## src/rtl/set_input_conditioner_if.sv

```systemverilog
// set_input_conditioner_if
//   Bundles the raw front-panel inputs and the conditioned time-set outputs
//   between the panel side (master) and the conditioner (slave).
//   btn_raw[5:0]  raw buttons: hour10, hour1, min10, min1, sec10, sec1
//   set_time_raw  raw slide switch
//   set_time      debounced switch level
//   hour10..sec1  one-cycle advance pulses
interface set_input_conditioner_if;
  logic [5:0] btn_raw;
  logic       set_time_raw;
  logic       set_time;
  logic       hour10;
  logic       hour1;
  logic       min10;
  logic       min1;
  logic       sec10;
  logic       sec1;

  modport master (
    output btn_raw, set_time_raw,
    input  set_time, hour10, hour1, min10, min1, sec10, sec1
  );

  modport slave (
    input  btn_raw, set_time_raw,
    output set_time, hour10, hour1, min10, min1, sec10, sec1
  );
endinterface

```

## src/rtl/set_input_conditioner.sv

```systemverilog
// set_input_conditioner
//   Synchronises and debounces six digit-advance buttons and the set_time
//   switch, and turns each button press into a one-cycle advance pulse with
//   auto-repeat while held. Pulses only leave the block while the debounced
//   set_time level is high.
//   clk    system clock
//   reset  synchronous, active-high reset
//   bus    set_input_conditioner_if.slave (raw inputs in, level + pulses out)
//
// Button channel states:
//   state     | meaning
//   IDLE      | button released, waiting for a debounced press
//   HOLD_WAIT | press pulse issued, counting towards the first repeat
//   REPEATING | auto-repeat, one pulse every REPEAT_PERIOD cycles
module set_input_conditioner #(
  parameter int DEBOUNCE_CYCLES = 1000000,
  parameter int REPEAT_DELAY    = 50000000,
  parameter int REPEAT_PERIOD   = 20000000
) (
  input logic                     clk,
  input logic                     reset,
  set_input_conditioner_if.slave  bus
);

  localparam int MAX_DR = (DEBOUNCE_CYCLES > REPEAT_DELAY) ? DEBOUNCE_CYCLES : REPEAT_DELAY;
  localparam int MAX_P  = (MAX_DR > REPEAT_PERIOD) ? MAX_DR : REPEAT_PERIOD;
  localparam int CW     = $clog2(MAX_P);

  localparam logic [CW-1:0] DB_LAST  = CW'(DEBOUNCE_CYCLES - 1);
  localparam logic [CW-1:0] RD_LAST  = CW'(REPEAT_DELAY - 1);
  localparam logic [CW-1:0] RP_LAST  = CW'(REPEAT_PERIOD - 1);

  typedef enum logic [1:0] {IDLE, HOLD_WAIT, REPEATING} btn_state_t;

  // Channel 6 is the set_time switch, channels 5..0 the buttons.
  logic [6:0]    raw;
  logic [6:0]    sync1_q, sync2_q;
  logic [6:0]    lvl_q, lvl_d;
  logic [CW-1:0] db_cnt_q [7];
  logic [CW-1:0] db_cnt_d [7];

  btn_state_t    state_q [6];
  btn_state_t    state_d [6];
  logic [CW-1:0] rpt_cnt_q [6];
  logic [CW-1:0] rpt_cnt_d [6];
  logic [5:0]    fire;
  logic [5:0]    pulse_q;

  assign raw = {bus.set_time_raw, bus.btn_raw};

  always_comb begin
    for (int i = 0; i < 7; i++) begin
      lvl_d[i]    = lvl_q[i];
      db_cnt_d[i] = '0;
      if (sync2_q[i] != lvl_q[i]) begin
        if (db_cnt_q[i] == DB_LAST) begin
          lvl_d[i] = ~lvl_q[i];
        end else begin
          db_cnt_d[i] = db_cnt_q[i] + CW'(1);
        end
      end
    end
  end

  // IDLE with a high level can only follow a rising edge, since every
  // path back to IDLE (release or reset) leaves the level low.
  always_comb begin
    for (int i = 0; i < 6; i++) begin
      state_d[i]   = state_q[i];
      rpt_cnt_d[i] = rpt_cnt_q[i];
      fire[i]      = 1'b0;
      case (state_q[i])
        IDLE: begin
          if (lvl_q[i]) begin
            fire[i]      = 1'b1;
            state_d[i]   = HOLD_WAIT;
            rpt_cnt_d[i] = '0;
          end
        end
        HOLD_WAIT: begin
          if (!lvl_q[i]) begin
            state_d[i] = IDLE;
          end else if (rpt_cnt_q[i] == RD_LAST) begin
            fire[i]      = 1'b1;
            rpt_cnt_d[i] = '0;
            state_d[i]   = REPEATING;
          end else begin
            rpt_cnt_d[i] = rpt_cnt_q[i] + CW'(1);
          end
        end
        REPEATING: begin
          if (!lvl_q[i]) begin
            state_d[i] = IDLE;
          end else if (rpt_cnt_q[i] == RP_LAST) begin
            fire[i]      = 1'b1;
            rpt_cnt_d[i] = '0;
          end else begin
            rpt_cnt_d[i] = rpt_cnt_q[i] + CW'(1);
          end
        end
        default: state_d[i] = IDLE;
      endcase
    end
  end

  always_ff @(posedge clk) begin
    if (reset) begin
      sync1_q <= '0;
      sync2_q <= '0;
      lvl_q   <= '0;
      pulse_q <= '0;
      for (int i = 0; i < 7; i++) db_cnt_q[i] <= '0;
      for (int i = 0; i < 6; i++) begin
        state_q[i]   <= IDLE;
        rpt_cnt_q[i] <= '0;
      end
    end else begin
      sync1_q <= raw;
      sync2_q <= sync1_q;
      lvl_q   <= lvl_d;
      // Gate with the set_time level that is visible in the pulse cycle.
      pulse_q <= fire & {6{lvl_d[6]}};
      for (int i = 0; i < 7; i++) db_cnt_q[i] <= db_cnt_d[i];
      for (int i = 0; i < 6; i++) begin
        state_q[i]   <= state_d[i];
        rpt_cnt_q[i] <= rpt_cnt_d[i];
      end
    end
  end

  assign bus.set_time = lvl_q[6];
  assign bus.hour10   = pulse_q[5];
  assign bus.hour1    = pulse_q[4];
  assign bus.min10    = pulse_q[3];
  assign bus.min1     = pulse_q[2];
  assign bus.sec10    = pulse_q[1];
  assign bus.sec1     = pulse_q[0];

endmodule

```

## src/flat_wrapper.sv

```systemverilog
// flat-port wrapper written by rule: the top's interface ports become plain ports
module set_input_conditioner_flat 
#(
  parameter int DEBOUNCE_CYCLES = 1000000,
  parameter int REPEAT_DELAY    = 50000000,
  parameter int REPEAT_PERIOD   = 20000000
)
  (clk, reset, bus_btn_raw, bus_set_time_raw, bus_set_time, bus_hour10, bus_hour1, bus_min10, bus_min1, bus_sec10, bus_sec1);
  set_input_conditioner_if bus_i ();
  input logic clk;
  input logic reset;
  input wire logic [$bits(bus_i.btn_raw)-1:0] bus_btn_raw;
  input wire logic [$bits(bus_i.set_time_raw)-1:0] bus_set_time_raw;
  output wire logic [$bits(bus_i.set_time)-1:0] bus_set_time;
  output wire logic [$bits(bus_i.hour10)-1:0] bus_hour10;
  output wire logic [$bits(bus_i.hour1)-1:0] bus_hour1;
  output wire logic [$bits(bus_i.min10)-1:0] bus_min10;
  output wire logic [$bits(bus_i.min1)-1:0] bus_min1;
  output wire logic [$bits(bus_i.sec10)-1:0] bus_sec10;
  output wire logic [$bits(bus_i.sec1)-1:0] bus_sec1;
  assign bus_i.btn_raw = bus_btn_raw;
  assign bus_i.set_time_raw = bus_set_time_raw;
  assign bus_set_time = bus_i.set_time;
  assign bus_hour10 = bus_i.hour10;
  assign bus_hour1 = bus_i.hour1;
  assign bus_min10 = bus_i.min10;
  assign bus_min1 = bus_i.min1;
  assign bus_sec10 = bus_i.sec10;
  assign bus_sec1 = bus_i.sec1;
  set_input_conditioner #(.DEBOUNCE_CYCLES(DEBOUNCE_CYCLES), .REPEAT_DELAY(REPEAT_DELAY), .REPEAT_PERIOD(REPEAT_PERIOD)) u_core (.clk(clk), .reset(reset), .bus(bus_i));
endmodule
```

## config.mk

```make
export PLATFORM = sky130hd
export DESIGN_NAME = set_input_conditioner_flat
export DESIGN_NICKNAME = d
export VERILOG_FILES = /design/src/rtl/set_input_conditioner_if.sv /design/src/rtl/set_input_conditioner.sv /design/src/flat_wrapper.sv
export SDC_FILE = /design/constraint.sdc
export NUM_CORES = 1
export LEC_CHECK = 0
export ABC_AREA = 1
export CAP_MARGIN = 20
export CORE_MARGIN = 2
export CORE_UTILIZATION = 53
export CTS_BUF_LIST = sky130_fd_sc_hd__clkbuf_16
export DETAILED_ROUTE_END_ITERATION = 10
export DONT_BUFFER_PORTS = 1
export PLACE_DENSITY = 0.8
export SLEW_MARGIN = 5
export SYNTH_ARGS = -nofsm -noshare
export SYNTH_HDL_FRONTEND = slang
export SYNTH_SLANG_ARGS = --single-unit
```

## constraint.sdc

```tcl
create_clock -name clk -period 2.6 [get_ports clk]
set_input_delay 0.52 -clock clk [delete_from_list [all_inputs] [get_ports clk]]
set_output_delay 0.52 -clock clk [all_outputs]
set_load 0.05 [all_outputs]
```

==> results.tsv <==
metric	value	unit
grt_util_all_layers	23.8	%
layout_area_overhead	8.28	%
cts_inserted_buffers	43	
critPathArrivalTime	2.67	ns
hpwl	37700	µm
power_density	494	nW/µm²
crit_share_post_route	85.1	%
grt_setup_unrepaired	false	
fp.coreArea	41000	µm²
antenna_violating_nets_post_route	0	
detail_route.drc_violations	0	
globalRouteOverflowTotal	0	
tritoncts	done	
p_seq_share	49.1	%
timing.max_slew.rel_slack	56.1	%
synth_top_flop_cell	dfxtp_1	
clkTransAtPathRegs	0.06	ns
fin_cells	4050	
postCtsSetupRepairBufs	0	
netlist_area	22100	µm²
cts_resized	0	
worst_setup_path_startpoint	u_core.state_q[2][0]$_SDFFE_PP0P_	
final_nets	3539	
fin_setup_tns	0	ns
cts_htree_levels	2	
worst-setup-path-type	reg -> reg	
static-leakage-power	8.41	nW
drv_slew	0	
gp_congestion	0.964	
critical_path.reg2reg.endpoint	u_core.rpt_cnt_q[0][67]$_SDFFE_PP0P_	
library_cell_occupying_the_most_area_in_the_post_synthesis_netlist	dfxtp_1	
r2r_start	u_core.state_q[2][0]$_SDFFE_PP0P_	
power.total	11.8	mW
synthesis.yosys.warnings	0	
detail_route.vias_per_cell	5.30	
hold_viol_final	0	
insertedDiodeCount	0	
synthesis.nets	3530	
io_buffer_count	0	
achievable-frequency	452	MHz
hp-class	in -> reg	
internal_power	9.25	mW
routed-via-count	21460	
worst_slew_pin_slew	0.655	ns
synth_top_cell_area_share	34.1	%
clock_path_buffers	3	
cts_hold_repair.buffers	0	
floorplan.initialDensity	53.9	%
setup_viol	0	
switching_share	21.8	%
timing.critical_path.required	3.06	ns
grt_max_degree	82	
timing.reg2reg.worst_path_depth	13	
share_clk_of_total_power	49.6	%
fp.dieH	208	µm
critPathLaunchType	register	
yosys.cell_types.count	49	
power.switching	2.58	mW
first_global_vias	19886	
chipWidth	208	µm
average_wire_per_standard_cell	12.8	µm
cts_root_buffer	clkbuf_16	
grt_antenna_before_repair	0	
first_pass_grt_wire_length	89700	µm
critical_path.endpoint_type	register	
drive_above_1_share	5.83	%
syn_inst	3478	
drt_iter0_drc	1871	
timing.critical_path.fanout_max	10	
ys_top_cells_by_area	dfxtp_1 (34%), nand2_1 (14%), nor2_1 (11%)	
worst_setup_path_endpoint	u_core.rpt_cnt_q[0][67]$_SDFFE_PP0P_	
yosys_register_bits	377	
syn-mean-instance-area	6.36	µm²
ir_drop	0.544	mV
number_of_fill_cells_in_the_layout	3906	
drt-pass1-iter-count	6	
finalCriticalPeriod	2.21	ns
asyncSetResetFlopFracSynth	0	%
top_level_ports	16	
worst_skew_pair.late_latency	0.57	ns
power.share.combinational	1.3	%
cts_num_sinks	377	
area_of_the_die	43400	µm²
num_rows	74	
run_status	finished, final reports clean	
worst_hold_slack	0.0556	ns
finClkSkew	0.0233	ns
placed_cells_incl_taps	3974	
drt_wl_total	51700	µm
number_of_enable_flip_flop_cells_after_synthesis	0	
max_cap_violations	0	
synth-seq-area-share	34.1	%
regToRegSetupSlack	0.39	ns
synthesized netlist by cell type, drive strengths merged, types with 43 or more instances:
master,instances
o21ai,50
nor3,138
a21oi,167
buf,47
ha,43
nand3,312
nor2,671
dfxtp,377
nand4,128
inv,459
xor2,81
nand2,856
worst min path at each step:
stage / startpoint / to / slack [ns] / cells after the start
finish: reset / u_core.rpt_cnt_q[0][154]$_SDFFE_PP0P_ / 0.06 / 1
global route: reset / u_core.rpt_cnt_q[0][149]$_SDFFE_PP0P_ / 0.03 / 1
CTS: reset / u_core.rpt_cnt_q[0][154]$_SDFFE_PP0P_ / 0.02 / 1
detailed placement: u_core.sync1_q[1]$_SDFF_PP0_ / u_core.sync2_q[1]$_SDFF_PP0_ / 0.40 / 2
global placement: u_core.sync1_q[1]$_SDFF_PP0_ / u_core.sync2_q[1]$_SDFF_PP0_ / 0.39 / 2
floorplan: u_core.sync1_q[0]$_SDFF_PP0_ / u_core.sync2_q[0]$_SDFF_PP0_ / 0.39 / 2
state kept, by name, summed over array words and instances (netlist names):
| register | count |
|---|---|
| u_core.db_cnt_q | 182 |
| u_core.rpt_cnt_q | 156 |
| u_core.state_q | 12 |
| u_core.lvl_q | 7 |
| u_core.sync1_q | 7 |
| u_core.sync2_q | 7 |
| u_core.pulse_q | 6 |
through the flow:
stage	setup slack, ns	util, %	cell area, µm²
finish	0.387	58.4	23900
global route	0.117	58.4	23900
CTS	0.423	58.4	23900
detailed placement	0.436	55.1	22600
global placement	0.462	55.1	22600
floorplan	0.830	-	22100
power by group through the flow:
stage          logic, mW  registers, mW  clock network (mW)
6_report           0.159           5.81                5.87
3_5_place_dp       0.159           5.93                   0
2_1_floorplan      0.148           5.93                   0
5_1_grt            0.178           5.80                6.25
3_3_place_gp       0.157           5.93                   0
4_1_cts            0.160           5.81                6.02
layer usage:
metal	up-vias	share of wire, %	routed length (µm)	GRT usage [%]
met4	0	2.1	1070	6.95
met2	598	46	23700	40.1
met1	9615	46	23900	31.2
met3	89	5.9	3050	4.05
met5	-	0	0	0
li1	11158	-	-	-
cell type report:
type / instances / area (µm²) / share of cell area (%)
Sequential cell: 377 / 7550 / 31.5
Multi-Input combinational cell: 2583 / 12500 / 52.2
Tap cell: 532 / 666 / 2.78
Clock buffer: 45 / 1130 / 4.70
Timing Repair Buffer: 22 / 165 / 0.690
Inverter: 460 / 1730 / 7.21
Clock inverter: 31 / 226 / 0.946
worst max-delay path, stage by stage (launching register included):
cell and delay [ns]:
dfxtp_1 0.37, inv_1 0.08, ha_1 0.47, nor2_1 0.07
a21oi_1 0.12, nand2_1 0.21, nor2_1 0.20, nand2_1 0.12
nor2_1 0.14, nand2_1 0.09, nor2_1 0.09, nand2_1 0.05
inv_1 0.05, nor2_1 0.03
cell usage in the layout (no fill, tap or decap), types with 11 or more instances in the layout:
master and n:
a21oi_1 166, buf_4 22, clkbuf_16 45, dfxtp_1 377, ha_1 43, inv_1 457, nand2_1 821, nand2_2 25
nand3_1 304, nand4_1 128, nor2_1 629, nor2_2 36, nor3_1 132, nor3b_1 33, nor4_1 20, o21ai_0 47
o21bai_1 11, or2_2 19, xnor2_1 23, xor2_1 81
logic make-up (layout without fill, tap and decap cells):
logic type,count (synthesis),count (layout),share of synthesized area [%]
xor gates and xnor gates,104,104,4.12
DFF,377,377,34.1
AOI/OAI and AO/OA,250,250,6.01
and+or+nand+nor,2186,2186,43.9
adders and majority gates,43,43,2.43
buffers and inverters,518,558,9.40
Note: power is estimated with default switching activity, not from simulation.
